## config.mk

```make
export PLATFORM = sky130hd
export DESIGN_NAME = id_queue
export DESIGN_NICKNAME = d
export VERILOG_FILES = /design/src/rtl/id_queue.sv
export SDC_FILE = /design/constraint.sdc
export NUM_CORES = 1
export LEC_CHECK = 0
export BUFFER_PORTS_ARGS = -buffer_cell sky130_fd_sc_hd__clkbuf_2
export CAP_MARGIN = 25
export CORE_UTILIZATION = 45
export CTS_CLUSTER_DIAMETER = 80
export DETAILED_ROUTE_END_ITERATION = 6
export GPL_ROUTABILITY_DRIVEN = 0
export PLACE_DENSITY = 0.67
export REMOVE_ABC_BUFFERS = 1
export SYNTH_ARGS = -nofsm -noshare
export SYNTH_HDL_FRONTEND = slang
export SYNTH_SLANG_ARGS = --single-unit
```

## constraint.sdc

```tcl
create_clock -name clk -period 3.4 [get_ports clk]
set_input_delay 0.34 -clock clk [delete_from_list [all_inputs] [get_ports clk]]
set_output_delay 0.34 -clock clk [all_outputs]
set_load 0.005 [all_outputs]
```

## src/rtl/id_queue.sv

```systemverilog
// Decode stage: DEPTH-entry (pc, inst) queue from IF, RV32I head decode, registered valid/ready output to EX.
// Define ID_FWD_EN to add the write-back forwarding ports (fwd_we_i, fwd_waddr_i, fwd_wdata_i).
package id_queue_pkg;
   localparam logic [6:0] OpcodeNOP    = 7'h00;
   localparam logic [6:0] OpcodeLUI    = 7'h37;
   localparam logic [6:0] OpcodeAUIPC  = 7'h17;
   localparam logic [6:0] OpcodeJAL    = 7'h6f;
   localparam logic [6:0] OpcodeJALR   = 7'h67;
   localparam logic [6:0] OpcodeBRANCH = 7'h63;
   localparam logic [6:0] OpcodeLOAD   = 7'h03;
   localparam logic [6:0] OpcodeSTORE  = 7'h23;
   localparam logic [6:0] OpcodeOPIMM  = 7'h13;
   localparam logic [6:0] OpcodeOP     = 7'h33;

   localparam logic [5:0] OptNOP   = 6'd0,  OptLUI  = 6'd1,  OptAUIPC = 6'd2,  OptJAL  = 6'd3;
   localparam logic [5:0] OptJALR  = 6'd4,  OptBEQ  = 6'd5,  OptBNE   = 6'd6,  OptBLT  = 6'd7;
   localparam logic [5:0] OptBGE   = 6'd8,  OptBLTU = 6'd9,  OptBGEU  = 6'd10, OptLB   = 6'd11;
   localparam logic [5:0] OptLH    = 6'd12, OptLW   = 6'd13, OptLBU   = 6'd14, OptLHU  = 6'd15;
   localparam logic [5:0] OptSB    = 6'd16, OptSH   = 6'd17, OptSW    = 6'd18, OptADDI = 6'd19;
   localparam logic [5:0] OptSLTI  = 6'd20, OptSLTIU= 6'd21, OptXORI  = 6'd22, OptORI  = 6'd23;
   localparam logic [5:0] OptANDI  = 6'd24, OptSLLI = 6'd25, OptSRLI  = 6'd26, OptSRAI = 6'd27;
   localparam logic [5:0] OptADD   = 6'd28, OptSUB  = 6'd29, OptSLL   = 6'd30, OptSLT  = 6'd31;
   localparam logic [5:0] OptSLTU  = 6'd32, OptXOR  = 6'd33, OptSRL   = 6'd34, OptSRA  = 6'd35;
   localparam logic [5:0] OptOR    = 6'd36, OptAND  = 6'd37;
endpackage

module id_queue
   import id_queue_pkg::*;
#(
   parameter int DEPTH = 4,
   parameter int XLEN  = 32,
   parameter int OPT_W = 6
) (
   input  logic             clk,
   input  logic             rst,
   input  logic             flush,
   input  logic             inst_valid_i,
   output logic             inst_ready_o,
   input  logic [XLEN-1:0]  pc_i,
   input  logic [31:0]      inst_i,
   output logic             re1_o,
   output logic             re2_o,
   output logic [4:0]       raddr1_o,
   output logic [4:0]       raddr2_o,
   input  logic [XLEN-1:0]  rdata1_i,
   input  logic [XLEN-1:0]  rdata2_i,
`ifdef ID_FWD_EN
   input  logic             fwd_we_i,
   input  logic [4:0]       fwd_waddr_i,
   input  logic [XLEN-1:0]  fwd_wdata_i,
`endif
   output logic             valid_o,
   input  logic             ready_i,
   output logic [XLEN-1:0]  pc_o,
   output logic [XLEN-1:0]  rdata1_o,
   output logic [XLEN-1:0]  rdata2_o,
   output logic [XLEN-1:0]  imm_o,
   output logic [6:0]       opcode_o,
   output logic [OPT_W-1:0] opt_o,
   output logic [4:0]       waddr_o,
   output logic [4:0]       shamt_o,
   output logic             we_o,
   output logic             illegal_o
);
   localparam int PW = $clog2(DEPTH);

   logic [XLEN-1:0] pc_mem   [DEPTH];
   logic [31:0]     inst_mem [DEPTH];
   logic [PW-1:0]   wr_ptr, rd_ptr;
   logic [PW:0]     count;
   logic            enq, load, empty;
   logic [XLEN-1:0] head_pc, src1, src2;
   logic [31:0]     hi;

   // Full queue refuses input even when the head leaves this cycle (no pass-through).
   assign inst_ready_o = !rst && (count != (PW+1)'(DEPTH));
   assign enq          = inst_valid_i && inst_ready_o;
   assign empty        = (count == '0);
   assign load         = !empty && (!valid_o || ready_i);
   assign head_pc      = pc_mem[rd_ptr];
   // An empty queue decodes as all-zero, which is illegal and so drops both read enables.
   assign hi           = empty ? 32'h0 : inst_mem[rd_ptr];
   assign raddr1_o     = hi[19:15];
   assign raddr2_o     = hi[24:20];

   // NOTE: storage has no reset; count and pointers alone define which entries are live.
   always_ff @(posedge clk) begin
      if (enq) begin
         pc_mem[wr_ptr]   <= pc_i;
         inst_mem[wr_ptr] <= inst_i;
      end
   end

   // NOTE: sequential state uses non-blocking assignments so every flop samples pre-edge values.
   always_ff @(posedge clk) begin
      if (rst || flush) begin
         count  <= '0;
         wr_ptr <= '0;
         rd_ptr <= '0;
      end else begin
         if (enq)  wr_ptr <= wr_ptr + PW'(1);
         if (load) rd_ptr <= rd_ptr + PW'(1);
         count <= count + (PW+1)'(enq) - (PW+1)'(load);
      end
   end

   logic [XLEN-1:0] imm_i, imm_s, imm_b, imm_u, imm_j, dec_imm;
   logic [5:0]      dec_opt;
   logic [4:0]      dec_shamt;
   logic            dec_re1, dec_re2, dec_rd_en, dec_ill, dec_we;
   logic [2:0]      f3;
   logic [6:0]      f7;

   assign f3    = hi[14:12];
   assign f7    = hi[31:25];
   assign imm_i = {{(XLEN-11){hi[31]}}, hi[30:20]};
   assign imm_s = {{(XLEN-11){hi[31]}}, hi[30:25], hi[11:7]};
   assign imm_b = {{(XLEN-12){hi[31]}}, hi[7], hi[30:25], hi[11:8], 1'b0};
   assign imm_u = {{(XLEN-31){hi[31]}}, hi[30:12], 12'h0};
   assign imm_j = {{(XLEN-20){hi[31]}}, hi[19:12], hi[20], hi[30:21], 1'b0};

   // NOTE: every always_comb output gets a default first so no path can infer a latch.
   always_comb begin
      dec_opt = OptNOP; dec_imm = '0; dec_shamt = '0;
      dec_re1 = 1'b0; dec_re2 = 1'b0; dec_rd_en = 1'b0; dec_ill = 1'b0;
      case (hi[6:0])
         OpcodeLUI:   begin dec_opt = OptLUI;   dec_imm = imm_u; dec_rd_en = 1'b1; end
         OpcodeAUIPC: begin dec_opt = OptAUIPC; dec_imm = imm_u; dec_rd_en = 1'b1; end
         OpcodeJAL:   begin dec_opt = OptJAL;   dec_imm = imm_j; dec_rd_en = 1'b1; end
         OpcodeJALR: begin
            dec_opt = OptJALR; dec_imm = imm_i; dec_re1 = 1'b1; dec_rd_en = 1'b1;
            dec_ill = (f3 != 3'd0);
         end
         OpcodeBRANCH: begin
            dec_imm = imm_b; dec_re1 = 1'b1; dec_re2 = 1'b1;
            case (f3)
               3'd0: dec_opt = OptBEQ;  3'd1: dec_opt = OptBNE;
               3'd4: dec_opt = OptBLT;  3'd5: dec_opt = OptBGE;
               3'd6: dec_opt = OptBLTU; 3'd7: dec_opt = OptBGEU;
               default: dec_ill = 1'b1;
            endcase
         end
         OpcodeLOAD: begin
            dec_imm = imm_i; dec_re1 = 1'b1; dec_rd_en = 1'b1;
            case (f3)
               3'd0: dec_opt = OptLB;  3'd1: dec_opt = OptLH; 3'd2: dec_opt = OptLW;
               3'd4: dec_opt = OptLBU; 3'd5: dec_opt = OptLHU;
               default: dec_ill = 1'b1;
            endcase
         end
         OpcodeSTORE: begin
            dec_imm = imm_s; dec_re1 = 1'b1; dec_re2 = 1'b1;
            case (f3)
               3'd0: dec_opt = OptSB; 3'd1: dec_opt = OptSH; 3'd2: dec_opt = OptSW;
               default: dec_ill = 1'b1;
            endcase
         end
         OpcodeOPIMM: begin
            dec_imm = imm_i; dec_re1 = 1'b1; dec_rd_en = 1'b1;
            case (f3)
               3'd0: dec_opt = OptADDI; 3'd2: dec_opt = OptSLTI; 3'd3: dec_opt = OptSLTIU;
               3'd4: dec_opt = OptXORI; 3'd6: dec_opt = OptORI;  3'd7: dec_opt = OptANDI;
               3'd1: begin dec_opt = OptSLLI; dec_shamt = hi[24:20]; dec_ill = (f7 != 7'h00); end
               default: begin
                  dec_shamt = hi[24:20];
                  if (f7 == 7'h00)      dec_opt = OptSRLI;
                  else if (f7 == 7'h20) dec_opt = OptSRAI;
                  else                  dec_ill = 1'b1;
               end
            endcase
         end
         OpcodeOP: begin
            dec_re1 = 1'b1; dec_re2 = 1'b1; dec_rd_en = 1'b1;
            case ({f7, f3})
               {7'h00, 3'd0}: dec_opt = OptADD;  {7'h20, 3'd0}: dec_opt = OptSUB;
               {7'h00, 3'd1}: dec_opt = OptSLL;  {7'h00, 3'd2}: dec_opt = OptSLT;
               {7'h00, 3'd3}: dec_opt = OptSLTU; {7'h00, 3'd4}: dec_opt = OptXOR;
               {7'h00, 3'd5}: dec_opt = OptSRL;  {7'h20, 3'd5}: dec_opt = OptSRA;
               {7'h00, 3'd6}: dec_opt = OptOR;   {7'h00, 3'd7}: dec_opt = OptAND;
               default: dec_ill = 1'b1;
            endcase
         end
         default: dec_ill = 1'b1;
      endcase
      if (dec_ill) begin
         dec_opt = OptNOP; dec_imm = '0; dec_shamt = '0;
         dec_re1 = 1'b0; dec_re2 = 1'b0; dec_rd_en = 1'b0;
      end
   end

   assign re1_o  = dec_re1;
   assign re2_o  = dec_re2;
   assign dec_we = dec_rd_en && (hi[11:7] != 5'd0);

`ifdef ID_FWD_EN
   assign src1 = (fwd_we_i && fwd_waddr_i != 5'd0 && fwd_waddr_i == raddr1_o) ? fwd_wdata_i : rdata1_i;
   assign src2 = (fwd_we_i && fwd_waddr_i != 5'd0 && fwd_waddr_i == raddr2_o) ? fwd_wdata_i : rdata2_i;
`else
   assign src1 = rdata1_i;
   assign src2 = rdata2_i;
`endif

   // Flush only drops valid_o; the remaining fields keep their last values.
   always_ff @(posedge clk) begin
      if (rst) begin
         valid_o  <= 1'b0;  pc_o     <= '0;  rdata1_o <= '0;  rdata2_o  <= '0;
         imm_o    <= '0;    opcode_o <= OpcodeNOP;            opt_o     <= OPT_W'(OptNOP);
         waddr_o  <= '0;    shamt_o  <= '0;  we_o     <= 1'b0; illegal_o <= 1'b0;
      end else if (flush) begin
         valid_o <= 1'b0;
      end else if (load) begin
         valid_o   <= 1'b1;
         pc_o      <= head_pc;
         rdata1_o  <= src1;
         rdata2_o  <= src2;
         imm_o     <= dec_imm;
         opcode_o  <= hi[6:0];
         opt_o     <= OPT_W'(dec_opt);
         waddr_o   <= dec_rd_en ? hi[11:7] : 5'd0;
         shamt_o   <= dec_shamt;
         we_o      <= dec_we;
         illegal_o <= dec_ill;
      end else if (ready_i) begin
         valid_o <= 1'b0;
      end
   end
endmodule

```

---- Word-level counts from Yosys, hierarchy flattened ----
Memories as Yosys holds them, arrays and structs flattened. A register that Yosys moved wholly into a read port is not among the register bits.
Cells that the tools add are included.
storage, ports and cells
  flip-flop bits (word level) ............. 129
  memory bits (writable) .................. 256
  input port bits ......................... 133
  memories ................................ 2
memory list
  memory    depth  width  read ports  clocked after memory_dff  wr ports  RTL line  text
  inst_mem  4      32     1           1                         1         68        logic [31:0] inst_mem [DEPTH];
  pc_mem    4      32     1           1                         1         67        logic [XLEN-1:0] pc_mem [DEPTH];
operators by class
  add/subtract/negate cells ............... 4
  equality and inequality tests ........... 27
  mux-type cells .......................... 36
  bitwise operators ....................... 1
  reduce and logical (&&, ||, !) cells .... 30
operators with widths
  operator                                               count
  one-hot mux 32 bit (5 select lines)                    1
  2-to-1 mux 32 bit                                      2
  one-hot mux 6 bit (10 select lines)                    1
  one-hot mux 6 bit (9 select lines)                     1
  equality test 10 x 3 -> 1 bit (second input constant)  4
  one-hot mux 5 bit (7 select lines)                     1
  2-to-1 mux 5 bit                                       6
  equality test 7 x 6 -> 1 bit (second input constant)   4
  one-hot mux 4 bit (6 select lines)                     1
  equality test 7 bit (second input constant)            3
  equality test 10 x 2 -> 1 bit (second input constant)  2
  equality test 10 x 9 -> 1 bit (second input constant)  2
  one-hot mux 4 bit (5 select lines)                     1
  OR reduction 6 bit                                     3
  2-to-1 mux 1 bit                                       16
  one-hot mux 5 bit (3 select lines)                     1
  equality test 7 x 5 -> 1 bit (second input constant)   2
  equality test 3 bit (second input constant)            4
  OR reduction 3 bit                                     4
  equality test 10 x 1 -> 1 bit (second input constant)  1
  logical NOT 10 bit                                     1
  OR reduction 10 bit                                    1
  equality test 7 x 2 -> 1 bit (second input constant)   1
  logical NOT 7 bit                                      1
  23 further kinds                                       34

---- Longest topological paths before layout ----
  word-level depth ........................ 9
  gate-level depth with buffers ........... 12
  mapped depth without buffers ............ 12

---- Worst setup path before layout ----
OpenSTA, ideal clock, no wires.
  path type ............................... register -> register
  start ................................... register with a tool-made name
  end ..................................... register imm_o[10]
  library setup time ...................... 61 ps
  arrival time ............................ 2972 ps
  required time ........................... 3339 ps
  path slack .............................. 367 ps
  cell stages (with the launch flop) ...... 11
  path buffers ............................ 3
  clock period less this slack ............ 3033 ps
  cell sequence ........................... dfxtp_1 > buf_6 > buf_6 > mux4_2 > or3_4 > nor4_4 > a311oi_1 > a2111oi_1 > and2_1 > buf_6 > a32o_1
RTL lines
  what                  RTL line  text
  to (signal assigned)  216       imm_o <= dec_imm;
  to (decl)             57        output logic [XLEN-1:0] imm_o,

==> results.sh <==
export IMPL_syn2layout_area_growth_pct=32.14
export IMPL_async_flop_share_pct=0
export IMPL_p_clk_share_pct=35.4
export IMPL_grt_max_degree=106
export IMPL_drc_errors=1
export IMPL_p_switching_mw=4.390
export IMPL_post_place_ws_ns=0.04586
export IMPL_design_area_sq_um=21380
export IMPL_numCtsBuffers=44
export IMPL_leakage_nw=7.892
export IMPL_max_freq_ghz=0.2685
export IMPL_syn_area_sq_um=16180
export IMPL_ant_nets=0
export IMPL_hold_class="input pin to flip-flop"
export IMPL_combPwrFrac_pct=24.3
export IMPL_maxSlewHeadroom_pct=38.26
export IMPL_wl_per_cell_um=18.97
export IMPL_cts_sinks=419
export IMPL_final_common_cell="clkbuf_2"
export IMPL_peakVddDrop_uv=490.1
export IMPL_drv_cap=0
export IMPL_routed_wl_um=41020
export IMPL_globalRouteTotalUtil_pct=21.89
export IMPL_ys_types=59
export IMPL_cts_tree="yes"
export IMPL_row_count=69
export IMPL_initial_utilization_pct=45.60
export IMPL_vias_per_cell=5.364
export IMPL_cp_required_ns=3.06
export IMPL_dpl_cell_area_sq_um=18430
export IMPL_power_frac_seq_pct=40.3
export IMPL_yosysWarnings=0
export IMPL_synth_area_per_cell_sq_um=13.23
export IMPL_synth_edf_count=256
export IMPL_drive_gt1_share_pct=31.24
export IMPL_p_int_mw=10.64
export IMPL_p_per_area_nw_per_um2=702.9
export IMPL_criticalPathCategory="flip-flop to primary output"
export IMPL_fin_ws_ns=-0.3241
export IMPL_grt_pass1_vias=11353
export IMPL_multi_input_comb_area_sq_um=4871
export IMPL_setup_violations_final=2
export IMPL_clk_insertion_delay_late_ns=0.58
export IMPL_holdCritStartpoint="rdata2_i[21]"
export IMPL_hold_path_cell_count=3
export IMPL_yosysSeqAreaShare_pct=67.67
export IMPL_fin_skew_ns=0.01929
export IMPL_critical_path_max_fanout=6
export IMPL_cts_reportedPaths_clkPinSlew_ns=0.06
export IMPL_antenna_found_initial=2
export IMPL_synthFlopType="edfxtp_1"
export IMPL_grt_pass1_wl_um=61820
export IMPL_cts_root_buf="clkbuf_16"
export IMPL_worst_setup_path_start_kind="flip-flop"
export IMPL_fill_cells=2721
export IMPL_dp_hpwl_um=26020
export IMPL_drv_slew=0
export IMPL_ff_latch_area_sq_um=10960
export IMPL_io_pins=300
export IMPL_vias=11603
export IMPL_outcome="finished with violations"
export IMPL_post_route_period_util_pct=109.5
export IMPL_ctsHtreeMaxLevel=2
export IMPL_cp_arrival_ns=3.38
export IMPL_drt_iter0_markers=876
export IMPL_fp_dieH_um=191.6
export IMPL_ys_ff_latch=419
export IMPL_design_core_area_sq_um=35480
export IMPL_finalHoldViolCount=0
export IMPL_period_needed_ns=3.724
export IMPL_tightestPinTransition_ns=0.9262
export IMPL_dr_pass1_iters=7
export IMPL_dieArea_sq_um=36720
export IMPL_overflow=0
export IMPL_violations="design-rule violations, negative setup slack"
export IMPL_most_common_layout_cells="clkbuf_2, edfxtp_1, nand2_1"
export IMPL_endpoint_kind="primary output"
export IMPL_fin_nets=1804
export IMPL_utilization_pct=60.26
export IMPL_synthCells=1223
export IMPL_clockBufferDepth=3
export IMPL_rsz0062_at_grt="true"
export IMPL_portBuffers=299
export IMPL_switching_share_pct=29.21
export IMPL_rr_worst_depth=10
export IMPL_die_w_um=191.6
## sequential cells by signal, summed over array words and instances, names as in the netlist, named ones only
| signal | cells |
|---|---|
| opt_o | 6 |
| imm_o | 32 |
| wr_ptr | 2 |
| pc_o | 32 |
| rdata2_o | 32 |
| count | 3 |
| rdata1_o | 32 |
| shamt_o | 5 |
| inst_mem | 128 |
| waddr_o | 5 |
| valid_o | 1 |
| illegal_o | 1 |
| rd_ptr | 2 |
| we_o | 1 |
| pc_mem | 128 |
| opcode_o | 7 |
## power by group through the flow
stage          Combinational, mW  Sequential, mW  Clock, mW
2_1_floorplan               1.83            6.27          0
3_3_place_gp                3.39            6.15          0
3_5_place_dp                3.43            6.18          0
4_1_cts                     3.63            6.06       5.41
5_1_grt                     3.99            6.11       5.61
6_report                    3.65            6.06       5.31
## per-stage QoR
stage	hold slack, ns	TNS [ns]	std cells	total power, mW
2_1_floorplan	0.4091	-311.55	1134	8.103
4_1_cts	0.003573	-0.4807	2161	15.10
3_3_place_gp	0.4321	0	1952	9.541
5_1_grt	0.02919	-0.7651	2163	15.71
3_5_place_dp	0.4404	0	1952	9.606
6_report	0.02244	-0.5937	2163	15.03
## cells in the mapped netlist (all sizes together), types with 2 or more instances
cell type | instances | share of area, %
edfxtp | 256 | 48
a31oi | 4 | 0.15
a41oi | 2 | 0.11
mux4 | 59 | 8.2
nand2 | 245 | 5.7
a21oi | 126 | 3.9
o211ai | 6 | 0.28
or4 | 2 | 0.093
a211oi | 8 | 0.37
nand4 | 5 | 0.19
dfxtp | 163 | 20
a31o | 2 | 0.11
a21o | 6 | 0.28
nor4 | 5 | 0.47
nand2b | 5 | 0.19
nor4b | 3 | 0.16
and2 | 16 | 0.62
a32o | 7 | 0.43
clkbuf | 63 | 1.5
xor2 | 3 | 0.16
nor2 | 35 | 0.81
xnor2 | 6 | 0.32
o41ai | 5 | 0.27
o31ai | 2 | 0.093
or3 | 7 | 0.30
a2111oi | 3 | 0.17
ha | 6 | 0.46
o22ai | 2 | 0.077
nor2b | 19 | 0.73
inv | 14 | 0.32
and3 | 4 | 0.15
mux2i | 8 | 0.49
nor3 | 19 | 0.59
a311oi | 2 | 0.11
mux2 | 2 | 0.14
nand3 | 4 | 0.12
a22o | 21 | 1.1
buf | 26 | 1.0
o21ai | 36 | 1.1
o2111ai | 5 | 0.27
## per-layer routing
metal | wire, um | track usage (%) | part of all wire [%] | vias up
met1 | 16950 | 27.93 | 41 | 5652
met4 | 1293 | 8.944 | 3.2 | 0
li1 | - | - | - | 5394
met3 | 2931 | 4.604 | 7.1 | 90
met5 | 0 | 0 | 0 | -
met2 | 19850 | 36.33 | 48 | 467
## timing repair
item,CTS,global route
hold endpoints to repair,307,0
hold buffers,118,0
endpoints found under the setup margin,2,2
pin swaps,2,0
gates resized for setup,14,1
setup buffers,9,0
gates cloned,0,0
## area by class of cell
cell class                      instances  share of cell area [%]
Clock inverter                         27                   1.995
Timing Repair Buffer                  484                   15.33
Sequential cell                       419                   51.25
Antenna cell                            2                 0.02341
Multi-Input combinational cell        701                   22.78
Clock buffer                           55                   5.676
Inverter                               14                  0.2458
Tap cell                              461                   2.698
## cell families after synthesis
logic type	synth area share, %
XOR/XNOR	0.4872
multiplexers	8.846
buffers and inverters	2.830
adder cells (fa/ha/maj)	0.5876
AO/OA/AOI/OAI	9.217
flip-flops	67.67
AND/OR/NAND/NOR	10.36
## final timing paths
path	endpoint	slack (ns)
setup / recovery	re1_o	-0.32
hold / removal	rdata2_o[21]$_SDFFE_PP0P_	0.02
setup reg to reg	waddr_o[2]$_SDFFE_PP0P_	0.17
hold reg to reg	shamt_o[3]$_SDFFE_PP0P_	0.44
## critical path: stages (launching register included)
cell,delay (ns)
dfxtp_4,0.41
buf_6,0.14
mux4_2,0.54
or4_4,0.53
nor3_4,0.19
a21boi_2,0.10
a2111o_1,0.51
a41oi_2,0.24
clkbuf_2,0.15
Power figures use the tool's default switching activity.
